$ cat src/rtl/uart_rx_frame_ctrl_if.sv
// Handshake and status bundle between the UART byte receiver, the frame
// controller and the downstream payload sink.
//   master : the frame controller (consumes receiver bytes, drives the stream)
//   slave  : the environment (byte receiver plus payload sink)
interface uart_rx_frame_ctrl_if;
    // Byte receiver side
    logic       Rx_Done_Sig;
    logic [7:0] Rx_Data;
    logic       Rx_En_Sig;

    // Payload stream side
    logic [7:0] Out_Data;
    logic       Out_Valid;
    logic       Out_Ready;
    logic       Out_Last;

    // Frame status
    logic       Frame_Err;
    logic [1:0] Err_Code;
    logic [7:0] Frame_Cnt;

    modport master (
        input  Rx_Done_Sig,
        input  Rx_Data,
        input  Out_Ready,
        output Rx_En_Sig,
        output Out_Data,
        output Out_Valid,
        output Out_Last,
        output Frame_Err,
        output Err_Code,
        output Frame_Cnt
    );

    modport slave (
        output Rx_Done_Sig,
        output Rx_Data,
        output Out_Ready,
        input  Rx_En_Sig,
        input  Out_Data,
        input  Out_Valid,
        input  Out_Last,
        input  Frame_Err,
        input  Err_Code,
        input  Frame_Cnt
    );
endinterface

$ cat src/rtl/uart_rx_frame_ctrl.sv
// UART receive frame controller.
// Collects bytes from the UART byte receiver and assembles frames of the form
// [HEADER, LEN, payload x LEN, CSUM]. LEN is range-checked, the checksum is the
// XOR of LEN and every payload byte, and the gap between bytes inside a frame is
// bounded by TIMEOUT_CYC. A good payload is replayed from a local buffer over a
// valid/ready stream while the byte receiver is held off; a bad frame produces
// a one-cycle Frame_Err pulse with a sticky Err_Code.
module uart_rx_frame_ctrl #(
    parameter logic [7:0] HEADER      = 8'h55,
    parameter int         MAX_LEN     = 16,      // 1..255, also the buffer depth
    parameter int         TIMEOUT_CYC = 100000,  // cycles allowed between bytes
    parameter int         CNT_W       = 17       // 2**CNT_W must exceed TIMEOUT_CYC
) (
    input  logic                 CLK,
    input  logic                 RST,
    uart_rx_frame_ctrl_if.master bus
);

    // Buffer address width; a single-entry buffer still needs one address bit.
    localparam int IDX_W = (MAX_LEN > 1) ? $clog2(MAX_LEN) : 1;

    // Counter value at which a silent cycle turns into a timeout error.
    localparam logic [CNT_W-1:0] TO_LAST   = CNT_W'(TIMEOUT_CYC - 1);
    localparam logic [7:0]       MAX_LEN_B = 8'(MAX_LEN);

    localparam logic [1:0] ERR_LEN     = 2'd1;
    localparam logic [1:0] ERR_CSUM    = 2'd2;
    localparam logic [1:0] ERR_TIMEOUT = 2'd3;

    typedef enum logic [2:0] {
        S_IDLE,
        S_LEN,
        S_PAYLOAD,
        S_CSUM,
        S_DRAIN,
        S_ERR
    } state_t;

    state_t            state_reg;
    logic [7:0]        len_reg;
    logic [7:0]        csum_reg;
    logic [7:0]        idx_reg;
    logic [7:0]        rd_reg;
    logic [CNT_W-1:0]  to_cnt_reg;
    logic              rx_en_reg;
    logic              out_valid_reg;
    logic              out_last_reg;
    logic              frame_err_reg;
    logic [1:0]        err_code_reg;
    logic [7:0]        frame_cnt_reg;
    logic [7:0]        out_data_reg;

    // Payload buffer; written while receiving, read back while draining.
    logic [7:0]        payload_mem [0:MAX_LEN-1];

    logic              byte_ev;
    logic              handshake;
    logic              csum_ok;
    logic              to_expired;
    logic              rd_en;
    logic [7:0]        rd_addr_next;

    // A byte only counts while the receiver is enabled.
    assign byte_ev    = bus.Rx_Done_Sig & rx_en_reg;
    assign handshake  = out_valid_reg & bus.Out_Ready;
    assign csum_ok    = (state_reg == S_CSUM) && byte_ev && (bus.Rx_Data == csum_reg);
    assign to_expired = (to_cnt_reg == TO_LAST);

    // Read pointer for the next cycle: restart at 0 on a good checksum, step on
    // each non-final handshake, otherwise hold so stalled data stays put.
    always_comb begin
        rd_addr_next = rd_reg;
        if (csum_ok) begin
            rd_addr_next = 8'd0;
        end else if ((state_reg == S_DRAIN) && handshake && !out_last_reg) begin
            rd_addr_next = rd_reg + 8'd1;
        end
    end

    // The output register is refreshed when entering DRAIN and every DRAIN cycle
    // except the one that completes the frame.
    assign rd_en = csum_ok || ((state_reg == S_DRAIN) && !(handshake && out_last_reg));

    // Buffer write port: one payload byte per byte event in PAYLOAD.
    always_ff @(posedge CLK) begin
        if ((state_reg == S_PAYLOAD) && byte_ev) begin
            payload_mem[idx_reg[IDX_W-1:0]] <= bus.Rx_Data;
        end
    end

    // Buffer registered read port; prefetching via rd_addr_next makes the first
    // byte visible in the cycle right after the checksum byte.
    always_ff @(posedge CLK or posedge RST) begin
        if (RST) begin
            out_data_reg <= 8'h00;
        end else if (rd_en) begin
            out_data_reg <= payload_mem[rd_addr_next[IDX_W-1:0]];
        end
    end

    // Frame sequencing FSM with all status outputs registered.
    always_ff @(posedge CLK or posedge RST) begin
        if (RST) begin
            state_reg     <= S_IDLE;
            len_reg       <= 8'd0;
            csum_reg      <= 8'd0;
            idx_reg       <= 8'd0;
            rd_reg        <= 8'd0;
            to_cnt_reg    <= '0;
            rx_en_reg     <= 1'b0;
            out_valid_reg <= 1'b0;
            out_last_reg  <= 1'b0;
            frame_err_reg <= 1'b0;
            err_code_reg  <= 2'd0;
            frame_cnt_reg <= 8'd0;
        end else begin
            frame_err_reg <= 1'b0;

            case (state_reg)
                S_IDLE: begin
                    // Hunt for the header; anything else is dropped.
                    rx_en_reg  <= 1'b1;
                    to_cnt_reg <= '0;
                    if (byte_ev && (bus.Rx_Data == HEADER)) begin
                        state_reg <= S_LEN;
                    end
                end

                S_LEN: begin
                    if (byte_ev) begin
                        to_cnt_reg <= '0;
                        if ((bus.Rx_Data == 8'd0) || (bus.Rx_Data > MAX_LEN_B)) begin
                            state_reg     <= S_ERR;
                            frame_err_reg <= 1'b1;
                            err_code_reg  <= ERR_LEN;
                        end else begin
                            len_reg   <= bus.Rx_Data;
                            csum_reg  <= bus.Rx_Data;
                            idx_reg   <= 8'd0;
                            state_reg <= S_PAYLOAD;
                        end
                    end else if (to_expired) begin
                        state_reg     <= S_ERR;
                        frame_err_reg <= 1'b1;
                        err_code_reg  <= ERR_TIMEOUT;
                    end else begin
                        to_cnt_reg <= to_cnt_reg + 1'b1;
                    end
                end

                S_PAYLOAD: begin
                    if (byte_ev) begin
                        to_cnt_reg <= '0;
                        csum_reg   <= csum_reg ^ bus.Rx_Data;
                        idx_reg    <= idx_reg + 8'd1;
                        if (idx_reg == len_reg - 8'd1) begin
                            state_reg <= S_CSUM;
                        end
                    end else if (to_expired) begin
                        state_reg     <= S_ERR;
                        frame_err_reg <= 1'b1;
                        err_code_reg  <= ERR_TIMEOUT;
                    end else begin
                        to_cnt_reg <= to_cnt_reg + 1'b1;
                    end
                end

                S_CSUM: begin
                    if (byte_ev) begin
                        to_cnt_reg <= '0;
                        if (csum_ok) begin
                            // Hold the receiver off while the buffer is replayed.
                            state_reg     <= S_DRAIN;
                            rx_en_reg     <= 1'b0;
                            out_valid_reg <= 1'b1;
                            rd_reg        <= rd_addr_next;
                            out_last_reg  <= (len_reg == 8'd1);
                        end else begin
                            state_reg     <= S_ERR;
                            frame_err_reg <= 1'b1;
                            err_code_reg  <= ERR_CSUM;
                        end
                    end else if (to_expired) begin
                        state_reg     <= S_ERR;
                        frame_err_reg <= 1'b1;
                        err_code_reg  <= ERR_TIMEOUT;
                    end else begin
                        to_cnt_reg <= to_cnt_reg + 1'b1;
                    end
                end

                S_DRAIN: begin
                    to_cnt_reg <= '0;
                    if (handshake) begin
                        if (out_last_reg) begin
                            // Final byte accepted: count the frame and re-arm the receiver.
                            state_reg     <= S_IDLE;
                            rx_en_reg     <= 1'b1;
                            out_valid_reg <= 1'b0;
                            out_last_reg  <= 1'b0;
                            frame_cnt_reg <= frame_cnt_reg + 8'd1;
                        end else begin
                            rd_reg       <= rd_addr_next;
                            out_last_reg <= (rd_addr_next == len_reg - 8'd1);
                        end
                    end
                end

                S_ERR: begin
                    // Frame_Err was raised on entry; it drops as we leave.
                    to_cnt_reg <= '0;
                    state_reg  <= S_IDLE;
                end

                default: begin
                    state_reg     <= S_IDLE;
                    rx_en_reg     <= 1'b1;
                    out_valid_reg <= 1'b0;
                    out_last_reg  <= 1'b0;
                end
            endcase
        end
    end

    assign bus.Rx_En_Sig = rx_en_reg;
    assign bus.Out_Data  = out_data_reg;
    assign bus.Out_Valid = out_valid_reg;
    assign bus.Out_Last  = out_last_reg;
    assign bus.Frame_Err = frame_err_reg;
    assign bus.Err_Code  = err_code_reg;
    assign bus.Frame_Cnt = frame_cnt_reg;

endmodule

$ cat src/flat_wrapper.sv
// flat-port wrapper written by rule: the top's interface ports become plain ports
module uart_rx_frame_ctrl_flat 
#(
    parameter logic [7:0] HEADER      = 8'h55,
    parameter int         MAX_LEN     = 16,                                      
    parameter int         TIMEOUT_CYC = 100000,                                 
    parameter int         CNT_W       = 17                                          
)
  (CLK, RST, bus_Rx_Done_Sig, bus_Rx_Data, bus_Out_Ready, bus_Rx_En_Sig, bus_Out_Data, bus_Out_Valid, bus_Out_Last, bus_Frame_Err, bus_Err_Code, bus_Frame_Cnt);
  uart_rx_frame_ctrl_if bus_i ();
  input  logic CLK;
  input  logic RST;
  input wire logic [$bits(bus_i.Rx_Done_Sig)-1:0] bus_Rx_Done_Sig;
  input wire logic [$bits(bus_i.Rx_Data)-1:0] bus_Rx_Data;
  input wire logic [$bits(bus_i.Out_Ready)-1:0] bus_Out_Ready;
  output wire logic [$bits(bus_i.Rx_En_Sig)-1:0] bus_Rx_En_Sig;
  output wire logic [$bits(bus_i.Out_Data)-1:0] bus_Out_Data;
  output wire logic [$bits(bus_i.Out_Valid)-1:0] bus_Out_Valid;
  output wire logic [$bits(bus_i.Out_Last)-1:0] bus_Out_Last;
  output wire logic [$bits(bus_i.Frame_Err)-1:0] bus_Frame_Err;
  output wire logic [$bits(bus_i.Err_Code)-1:0] bus_Err_Code;
  output wire logic [$bits(bus_i.Frame_Cnt)-1:0] bus_Frame_Cnt;
  assign bus_i.Rx_Done_Sig = bus_Rx_Done_Sig;
  assign bus_i.Rx_Data = bus_Rx_Data;
  assign bus_i.Out_Ready = bus_Out_Ready;
  assign bus_Rx_En_Sig = bus_i.Rx_En_Sig;
  assign bus_Out_Data = bus_i.Out_Data;
  assign bus_Out_Valid = bus_i.Out_Valid;
  assign bus_Out_Last = bus_i.Out_Last;
  assign bus_Frame_Err = bus_i.Frame_Err;
  assign bus_Err_Code = bus_i.Err_Code;
  assign bus_Frame_Cnt = bus_i.Frame_Cnt;
  uart_rx_frame_ctrl #(.HEADER(HEADER), .MAX_LEN(MAX_LEN), .TIMEOUT_CYC(TIMEOUT_CYC), .CNT_W(CNT_W)) u_core (.CLK(CLK), .RST(RST), .bus(bus_i));
endmodule
$ cat config.mk
export PLATFORM = sky130hd
export DESIGN_NAME = uart_rx_frame_ctrl_flat
export DESIGN_NICKNAME = d
export VERILOG_FILES = /design/src/rtl/uart_rx_frame_ctrl_if.sv /design/src/rtl/uart_rx_frame_ctrl.sv /design/src/flat_wrapper.sv
export SDC_FILE = /design/constraint.sdc
export NUM_CORES = 1
export LEC_CHECK = 0
export CORE_UTILIZATION = 50
export DETAILED_ROUTE_END_ITERATION = 10
export PLACE_DENSITY = 0.73
export SLEW_MARGIN = 30
export SYNTH_ARGS = -nofsm -noshare
export SYNTH_HDL_FRONTEND = slang
export SYNTH_SLANG_ARGS = --single-unit
export TNS_END_PERCENT = 30
$ cat constraint.sdc
create_clock -name CLK -period 2.66 [get_ports CLK]
set_clock_uncertainty 0.2 [all_clocks]
set_input_delay 0.532 -clock CLK [delete_from_list [all_inputs] [get_ports CLK]]
set_output_delay 0.532 -clock CLK [all_outputs]
set_load 0.005 [all_outputs]
==> impl_metrics.py <==
metrics = {
    "placed_design": {
        "dp_hpwl_microns": 16240,
        "dp.cells": 1164,
        "gp_congestion": 0.9373,
        "io_buffers": 33,
    },
    "sta": {
        "slew_viol_final": 0,
        "fmax_ghz": 0.3819,
        "finalSetupViolations": 0,
        "worst_pin_slew_ns": 0.5850,
        "whs_ns": 0.1717,
        "period_share_pct": 98.43,
        "hold_viol": 0,
        "relSlewSlack_pct": 60.85,
        "min_period_ns": 2.618,
        "rsz0062_at_grt": "true",
    },
    "yosys": {
        "synthMuxAreaShare_pct": 2.617,
        "synth_fa_ha_area_share_pct": 1.202,
        "synth-xor-area-share_pct": 4.767,
        "yosys.area_share.simple_pct": 14.88,
        "synth_area_sq_um": 9370,
        "synth_warnings": 0,
        "synth_compound_area_share_pct": 12.71,
        "ys_ff_latch": 202,
        "synthCells": 820,
        "synth_top_family_by_area": "simple AND/OR/NAND/NOR gates",
        "synthFlopType": "edfxtp_1",
        "synth_fp_nets": 841,
        "synthArstFlopShare_pct": 36.63,
        "ys_seq_area_share_pct": 60.78,
        "yosys.cell_types.count": 67,
        "synth_edf_count": 128,
        "syn_area_per_cell_sq_um": 11.43,
    },
    "finish": {
        "fillers": 1356,
        "n_antenna_cell": 0,
        "seqCellArea_sq_um": 5695,
        "final_cells": 1207,
        "layout_common_cells": "128 x edfxtp_1, 111 x buf_4, 88 x nand2_1, 74 x dfrtp_1, 49 x o21ai_0",
        "multi_input_area_sq_um": 3473,
        "area_growth_pct": 24.40,
        "layout.cells.most_common": "edfxtp_1",
        "layout-drive-gt1-share_pct": 20.04,
        "largest_reg_flops": 128,
        "finalNetCount": 982,
    },
    "route": {
        "drtAntennaViolNets": 0,
        "dr.pass1.iters": 7,
        "routed_wirelength_microns": 23540,
        "drcViolationCount": 0,
        "drt_iter0_drc": 666,
        "vias": 7184,
        "vias_per_cell": 5.952,
        "wl_per_cell_microns": 19.51,
    },
    "clocking": {
        "cts.sinks": 202,
        "clockRootBuffer": "clkbuf_16",
        "insertion_delay_ns": 0.51,
        "cts_buffers": 23,
        "cts_tree": "built",
        "cts_buffer_depth": 3,
        "hold_buffers": 0,
        "clk_pin_slew_worst_paths_ns": 0.06,
        "cts_htree_levels": 1,
    },
    "global_route": {
        "antenna_found_initial": 0,
        "grt_start_max_net_pins": 49,
        "overflow": 0,
        "grt_util_all_layers_pct": 24.98,
        "grt_pass1_wl_microns": 37800,
        "grt_pass1_vias": 7026,
    },
    "critical_path": {
        "endpoint_kind": "flop",
        "worstSetupPathType": "reg2reg",
        "critical_path_buf_inv_count": 1,
        "max_stage_delay_ns": 0.45,
        "cp_top_family": "simple AND/OR/NAND/NOR gates",
        "cp_cell_sequence": "or3b_4 > or3_4 > and2_4 > buf_4 > mux2i_1 > a221oi_1 > a21oi_1 > a22oi_1",
        "arrival_ns": 2.84,
        "worstPathMaxFanout": 12,
        "cp_slowest_cell": "or3b_4",
        "cp-start-kind": "flop",
        "crit_required_ns": 2.88,
    },
    "die": {
        "fp-row-count": 49,
        "die_h_microns": 138.9,
        "ios": 34,
        "core_sq_um": 18150,
        "initial_core_util_pct": 51.63,
        "die_area_sq_um": 19290,
        "die_w_microns": 138.9,
    },
    "status": {
        "status": "completed",
    },
    "hold_path": {
        "hold_path_class": "in2async",
    },
    "power": {
        "power.leakage_nw": 4.654,
        "total_power_mw": 7.420,
        "vdd_drop_max_v": 0.0004660,
        "powerDensity_nw_per_um2": 636.6,
    },
    "flow_run": {
        "cap_violations": 0,
    },
}
[final timing paths]
check	startpoint	to	slack (ns)	cells after the start
hold reg to reg	u_core.bus.Frame_Cnt[7]$_DFFE_PP0P_	u_core.bus.Frame_Cnt[7]$_DFFE_PP0P_	0.29	1
min in group CLK	u_core.bus.Frame_Cnt[7]$_DFFE_PP0P_	u_core.bus.Frame_Cnt[7]$_DFFE_PP0P_	0.29	1
hold / removal	RST	u_core.bus.Frame_Cnt[6]$_DFFE_PP0P_	0.17	3
setup / recovery	u_core.state_reg[2]$_DFFE_PP0P_	u_core.bus.Out_Data[6]$_DFFE_PP0P_	0.04	8
setup reg to reg	u_core.state_reg[2]$_DFFE_PP0P_	u_core.bus.Out_Data[6]$_DFFE_PP0P_	0.04	8
max in group asynchronous	RST	u_core.csum_reg[0]$_DFFE_PP0P_	1.81	3
[logic make-up after synthesis]
| family | Yosys count |
|---|---|
| adder cells (fa/ha/maj) | 9 |
| AO/OA/AOI/OAI | 188 |
| flip-flops | 202 |
| XOR/XNOR | 51 |
| buffers and inverters | 61 |
| AND/OR/NAND/NOR | 286 |
| multiplexers | 23 |
[per-stage QoR]
| stage | setup slack, ns | setup TNS, ns | utilization, % | cell area [sq um] |
|---|---|---|---|---|
| final | 0.04171 | 0 | 64.23 | 11660 |
| after global routing | -0.04373 | -0.1241 | 64.23 | 11660 |
| after CTS | 0.01544 | 0 | 63.75 | 11570 |
| after detailed placement | -0.4822 | -9.624 | 59.69 | 10830 |
| after global placement | -0.4380 | -9.109 | 59.69 | 10830 |
| after floorplan | -0.1024 | -1.666 | - | 9375 |
[final cells by class]
| cell class | count | area share (%) |
|---|---|---|
| Tap cell | 229 | 2.458 |
| Sequential cell | 202 | 48.86 |
| Multi-Input combinational cell | 557 | 29.80 |
| Clock inverter | 12 | 0.9446 |
| Clock buffer | 30 | 5.249 |
| Inverter | 20 | 0.6763 |
| Timing Repair Buffer | 157 | 12.01 |
[per-layer routing]
layer / up-vias / routed length [microns] / share of wire (%) / GRT usage (%)
li1: 3344 / - / - / -
met1: 3488 / 10070 / 43 / 34.15
met4: 0 / 899 / 3.8 / 10.35
met2: 292 / 11230 / 48 / 40.64
met3: 60 / 1344 / 5.7 / 3.108
met5: - / 0 / 0 / 0
[repair_timing]
action / 4_1_cts / 5_1_grt
gates resized for setup: 5 / 22
pin swaps: 0 / 2
endpoints found under the setup margin: 8 / 11
setup buffers: 0 / 1
[tightest hold or removal path, cell delays in order]
cell and delay, ns:
clkdlybuf4s50_1 0.41, clkinv_2 0.09, buf_12 0.20
[power breakdown]
part	internal (mW)	total, mW	leakage [nW]	switching, mW
registers	3.45	3.54	2.15	0.0900
logic	0.435	0.839	2.15	0.404
clock network	1.81	3.05	0.357	1.23
total	5.69	7.42	4.65	1.73
[Yosys cell counts (12+ instances only)]
master	n	area (sq um)
a21oi_1	45	225.2
a221oi_1	13	113.9
a22oi_1	12	90.09
clkbuf_1	23	86.33
dfrtp_1	74	1852
edfxtp_1	128	3844
inv_1	18	67.56
nand2_1	89	334.1
nand3_1	45	225.2
nand4_1	16	100.1
nor2_1	49	183.9
nor3_1	38	190.2
o211ai_1	15	112.6
o21ai_0	51	255.2
xnor2_1	31	271.5
xor2_1	20	175.2
No activity file was read; power rests on OpenSTA's default activity.
